$ cat src/rtl/fifo_pkg.sv
// ------------------------------------------------------------------
// fifo_pkg : width helpers and flag bundle shared by the FIFO files
// Revision 1.0
// ------------------------------------------------------------------
`default_nettype none

package fifo_pkg;

   function automatic int CNT_W(input int depth);
      return $clog2(depth + 1);
   endfunction

   function automatic int PTR_W(input int depth);
      return (depth <= 2) ? 1 : $clog2(depth);
   endfunction

   typedef struct packed {
      logic full;
      logic empty;
      logic almost_full;
      logic almost_empty;
   } fifo_flags_t;

endpackage

`default_nettype wire

$ cat src/rtl/fifo_mem.sv
// ------------------------------------------------------------------
// fifo_mem : simple dual-port storage, synchronous write, asynchronous read
// Revision 1.0
// ------------------------------------------------------------------
`default_nettype none

module fifo_mem
   import fifo_pkg::*;
#(
   parameter int WIDTH = 8,
   parameter int DEPTH = 8
) (
   input  logic                      clk,
   input  logic                      we,
   input  logic [PTR_W(DEPTH)-1:0]   waddr,
   input  logic [WIDTH-1:0]          wdata,
   input  logic [PTR_W(DEPTH)-1:0]   raddr,
   output logic [WIDTH-1:0]          rdata
);

   logic [WIDTH-1:0] mem_q [DEPTH];

   always_ff @(posedge clk) begin
      if (we) begin
         mem_q[waddr] <= wdata;
      end
   end

   assign rdata = mem_q[raddr];

endmodule

`default_nettype wire

$ cat src/rtl/sync_fifo_flags.sv
// ------------------------------------------------------------------
// sync_fifo_flags : single-clock FIFO with count, threshold flags, sticky errors
// Revision 1.0
// ------------------------------------------------------------------
`default_nettype none

module sync_fifo_flags
   import fifo_pkg::*;
#(
   parameter int WIDTH     = 8,
   parameter int DEPTH     = 8,
   parameter int AFULL_TH  = 6,
   parameter int AEMPTY_TH = 2,
   parameter int FWFT      = 0
) (
   input  logic                      clk,
   input  logic                      rst_n,
   input  logic                      w_en,
   input  logic [WIDTH-1:0]          data_in,
   input  logic                      r_en,
   output logic [WIDTH-1:0]          data_out,
   output logic                      full,
   output logic                      empty,
   output logic                      almost_full,
   output logic                      almost_empty,
   output logic [CNT_W(DEPTH)-1:0]   count,
   output logic                      overflow,
   output logic                      underflow,
   input  logic                      err_clr
);

   localparam int c_CW = CNT_W(DEPTH);
   localparam int c_PW = PTR_W(DEPTH);

   localparam logic [c_CW-1:0] c_DEPTH_CNT = c_CW'(DEPTH);
   localparam logic [c_CW-1:0] c_AFULL     = c_CW'(AFULL_TH);
   localparam logic [c_CW-1:0] c_AEMPTY    = c_CW'(AEMPTY_TH);
   localparam logic [c_PW-1:0] c_LAST_PTR  = c_PW'(DEPTH - 1);

   logic [c_PW-1:0]  wr_ptr_q, wr_ptr_d;
   logic [c_PW-1:0]  rd_ptr_q, rd_ptr_d;
   logic [c_CW-1:0]  count_q, count_d;
   fifo_flags_t      flags_q, flags_d;
   logic             ovf_q, ovf_d;
   logic             unf_q, unf_d;

   logic             w_wr_acc;
   logic             w_rd_acc;
   logic [WIDTH-1:0] w_rdata;

   // Acceptance looks only at the current flags: no full-bypass, no empty-bypass.
   assign w_wr_acc = w_en & ~flags_q.full;
   assign w_rd_acc = r_en & ~flags_q.empty;

   always_comb begin
      wr_ptr_d = wr_ptr_q;
      rd_ptr_d = rd_ptr_q;
      if (w_wr_acc) begin
         wr_ptr_d = (wr_ptr_q == c_LAST_PTR) ? '0 : wr_ptr_q + 1'b1;
      end
      if (w_rd_acc) begin
         rd_ptr_d = (rd_ptr_q == c_LAST_PTR) ? '0 : rd_ptr_q + 1'b1;
      end

      count_d = count_q + c_CW'(w_wr_acc) - c_CW'(w_rd_acc);

      flags_d.full         = (count_d == c_DEPTH_CNT);
      flags_d.empty        = (count_d == '0);
      flags_d.almost_full  = (count_d >= c_AFULL);
      flags_d.almost_empty = (count_d <= c_AEMPTY);

      // A fresh rejection outranks a simultaneous clear.
      ovf_d = ovf_q;
      unf_d = unf_q;
      if (err_clr) begin
         ovf_d = 1'b0;
         unf_d = 1'b0;
      end
      if (w_en && flags_q.full) begin
         ovf_d = 1'b1;
      end
      if (r_en && flags_q.empty) begin
         unf_d = 1'b1;
      end
   end

   always_ff @(posedge clk) begin
      if (!rst_n) begin
         wr_ptr_q <= '0;
         rd_ptr_q <= '0;
         count_q  <= '0;
         flags_q  <= '{full: 1'b0, empty: 1'b1, almost_full: 1'b0, almost_empty: 1'b1};
         ovf_q    <= 1'b0;
         unf_q    <= 1'b0;
      end else begin
         wr_ptr_q <= wr_ptr_d;
         rd_ptr_q <= rd_ptr_d;
         count_q  <= count_d;
         flags_q  <= flags_d;
         ovf_q    <= ovf_d;
         unf_q    <= unf_d;
      end
   end

   fifo_mem #(
      .WIDTH (WIDTH),
      .DEPTH (DEPTH)
   ) u_mem (
      .clk   (clk),
      .we    (w_wr_acc & rst_n),
      .waddr (wr_ptr_q),
      .wdata (data_in),
      .raddr (rd_ptr_q),
      .rdata (w_rdata)
   );

   generate
      if (FWFT != 0) begin : g_fwft
         assign data_out = w_rdata;
      end else begin : g_reg_read
         logic [WIDTH-1:0] dout_q;
         always_ff @(posedge clk) begin
            if (!rst_n) begin
               dout_q <= '0;
            end else if (w_rd_acc) begin
               dout_q <= w_rdata;
            end
         end
         assign data_out = dout_q;
      end
   endgenerate

   assign full         = flags_q.full;
   assign empty        = flags_q.empty;
   assign almost_full  = flags_q.almost_full;
   assign almost_empty = flags_q.almost_empty;
   assign count        = count_q;
   assign overflow     = ovf_q;
   assign underflow    = unf_q;

endmodule

`default_nettype wire
$ cat config.mk
export PLATFORM = sky130hd
export DESIGN_NAME = sync_fifo_flags
export DESIGN_NICKNAME = d
export VERILOG_FILES = /design/src/rtl/fifo_pkg.sv /design/src/rtl/fifo_mem.sv /design/src/rtl/sync_fifo_flags.sv
export SDC_FILE = /design/constraint.sdc
export NUM_CORES = 1
export LEC_CHECK = 0
export CORE_ASPECT_RATIO = 0.6
export CORE_MARGIN = 5
export CORE_UTILIZATION = 35
export DETAILED_ROUTE_END_ITERATION = 12
export SYNTH_ARGS = -nofsm -noshare
export SYNTH_HDL_FRONTEND = slang
export SYNTH_SLANG_ARGS = --single-unit
$ cat constraint.sdc
create_clock -name clk -period 5.4 [get_ports clk]
set_input_delay 1.08 -clock clk [delete_from_list [all_inputs] [get_ports clk]]
set_output_delay 1.08 -clock clk [all_outputs]
set_load 0.02 [all_outputs]
==> results.toml <==
[status]
outcome = "finished, final reports clean"

[timing]
fin_crit_ps = 3630
final-hold-violation-count = 0
rsz0062_at_grt = "false"
slew_headroom_pct = 28.1
setup_violations = 0
worstMarginPinSlew_ps = 1080
slew_viol_final = 0
fmax_ghz = 0.276
setup_ws_ps = 1770
timing.final.crit_share_pct = 67.2
tns_ps = 0
fin_worst_skew_ps = 5.52

[final_layout]
multi_input_area_sq_um = 1000
fillerInstances = 890
syn_to_final_growth_pct = 19.8
insertedDiodeCount = 0
seqCellArea_sq_um = 2400
final_cell_mix = "edfxtp_1, mux2i_1, clkdlybuf4s50_1, dfxtp_1, nor2_1"
layout_commonest_cell = "edfxtp_1"
drive_gt1_share_pct = 7.09
fin_nets = 299

[critical_path]
reg2reg_depth = 9
worstSetupEndpointType = "register"
arrival_ps = 3880
critPathMaxFanout = 13
crit_end = "empty"
path_buf_inv = 3
crit_family = "adder cells"
start_kind = "input pin"
crit_chain = "clkdlybuf4s50_1 -> nand2b_1 -> inv_1 -> ha_1 -> inv_1 -> ha_1 -> fa_1 -> xor2_1 -> or3_1 -> o21ai_0"
path_depth = 10
worstPathRequired_ps = 5650
r2r-end = "empty"
ff2ff_setup_slack_ps = 2540
critPathKind = "input pin to register"
critPathLaunch = "r_en"
critPathSlowestCell = "clkdlybuf4s50_1"
regToRegStartpoint = "empty"
slowest_delay_ps = 420

[logic_synthesis]
synth_adder_area_share_pct = 3.41
yosysSeqAreaShare_pct = 68.1
synth_mux_area_share_pct = 9.08
yosys_warnings = 0
synth.avg_cell_area_sq_um = 14.3
yosys-top-cells-area = "edfxtp_1, dfxtp_1, mux2i_1"
syn-num-nets = 268
synth_cell_types = 31
synth-xor-area-share_pct = 0.993
yosysTopAreaCell = "edfxtp_1"
synth-compound-area-share_pct = 8.05
ys_ff_latch = 88
synthCells = 246
yosys.area_share.simple_pct = 6.88
yosys.area.top_type_share_pct = 54.5
synth_top_family_by_area = "multiplexers"
syn_area_sq_um = 3530

[die]
ios = 31
coreArea_sq_um = 9840
start_util_pct = 35.8
die_w_um = 140
dieArea_sq_um = 12300
die_y_um = 87.8
rows = 28

[placed_design]
gp_congestion = 0.743
dp_slack_ps = 1430
hpwl_mm = 4.72
portBuffers = 30

[clocking]
cts_setup_buffers = 0
clk_pin_slew_ps = 60
cts_root_buf = "clkbuf_16"
cts_tree = "yes"
cts_hold_buf = 0
clock_path_buffers = 2
clock_sinks = 88
numCtsBuffers = 9
insertion_delay_ps = 330
htree_levels = 3
cts_resized = 0

[hold_path]
min_path_type = "register to register"
hp-start = "underflow"

[global_routing]
grt_pass1_vias = 1979
grt_use_total_pct = 12.2
overflow = 0
grt_pass1_wl_mm = 10.9
grt_max_degree = 36
antenna_found_initial = 0

[detailed_routing]
dr.pass1.iters = 4
vias = 2000
detail_route.wl_per_cell_um = 16.7
via_per_inst = 4.80
drcViolationCount = 0
finalWirelength_mm = 6.98
drt_iter0_markers = 196
final_antenna_net_count = 0

[power]
power_density_nw_per_um2 = 464
ir_drop_mv = 0.177
p_leak_nw = 1.43

[job]
cap_violations = 0
-- sequential cells by signal (all words and copies together), names as in the netlist --
signal,flops
almost_empty,1
almost_full,1
count,4
data_out,8
empty,1
full,1
overflow,1
rd_ptr_q,3
u_mem.mem_q,64
underflow,1
wr_ptr_q,3
-- how the worst min path moves through the flow --
stage,slack [ps],cells after the start,endpoint
2_1_floorplan,480,2,rd_ptr_q[1]
3_3_place_gp,490,2,overflow
3_5_place_dp,490,2,underflow
4_1_cts,510,2,underflow
5_1_grt,560,2,overflow
6_report,510,2,underflow
-- synth_stat cells, drive strengths merged --
master  count
edfxtp     64
mux2i      32
dfxtp      24
nor2       20
a22oi      18
a21oi      16
o21ai      10
ha          8
inv         8
nand2       8
buf         6
clkbuf      5
nor3        5
and2        4
nand2b      3
nor2b       3
a21o        2
nand3b      2
or3         2
xnor2       2
xor2        2
fa          1
nand3       1
-- worst register-to-register path: stages, from the launching register on --
cell and delay [ps]:
dfxtp_1 350, nand2b_1 470, inv_1 290, ha_1 340, inv_1 40, ha_1 200
fa_1 390, xor2_1 180, or3_1 330, o21ai_0 180
-- cell type report --
| type | instances | share of cell area [%] |
|---|---|---|
| Tap cell | 135 | 4.00 |
| Inverter | 8 | 0.711 |
| Clock buffer | 11 | 5.51 |
| Timing Repair Buffer | 31 | 7.28 |
| Clock inverter | 5 | 1.90 |
| Sequential cell | 88 | 56.9 |
| Multi-Input combinational cell | 139 | 23.7 |
-- through the flow --
| stage | total power, mW | util [%] | hold slack [ps] | std cells | instance area, sq um |
|---|---|---|---|---|---|
| detailed placement | 1.33 | 39.7 | 492 | 401 | 3910 |
| global route | 2.07 | 42.9 | 561 | 417 | 4230 |
| floorplan | 1.18 | - | 477 | 246 | 3530 |
| CTS | 1.98 | 42.9 | 512 | 417 | 4230 |
| global placement | 1.33 | 39.7 | 494 | 401 | 3910 |
| finish | 1.96 | 42.9 | 507 | 417 | 4230 |
-- cells by family after synthesis --
| group | count (synthesis) |
|---|---|
| compound gates | 46 |
| buf+inv | 19 |
| flops | 88 |
| fa+ha+maj | 9 |
| mux | 32 |
| simple gates | 48 |
| xor+xnor | 4 |
-- metal layers --
metal	part of all wire [%]	GRT usage, %	wire [um]
met5	0	0	0
met4	0.63	4.22	44
met3	6.6	5.29	462
met2	46	17.9	3180
met1	47	16.3	3290
-- power by group --
part / total, mW / internal (mW) / switching (mW) / leakage, nW
clock: 0.644 / 0.405 / 0.239 / 0.148
combinational: 0.459 / 0.218 / 0.241 / 0.504
sequential: 0.856 / 0.790 / 0.0654 / 0.776
No activity file was read; power rests on OpenSTA's default activity.
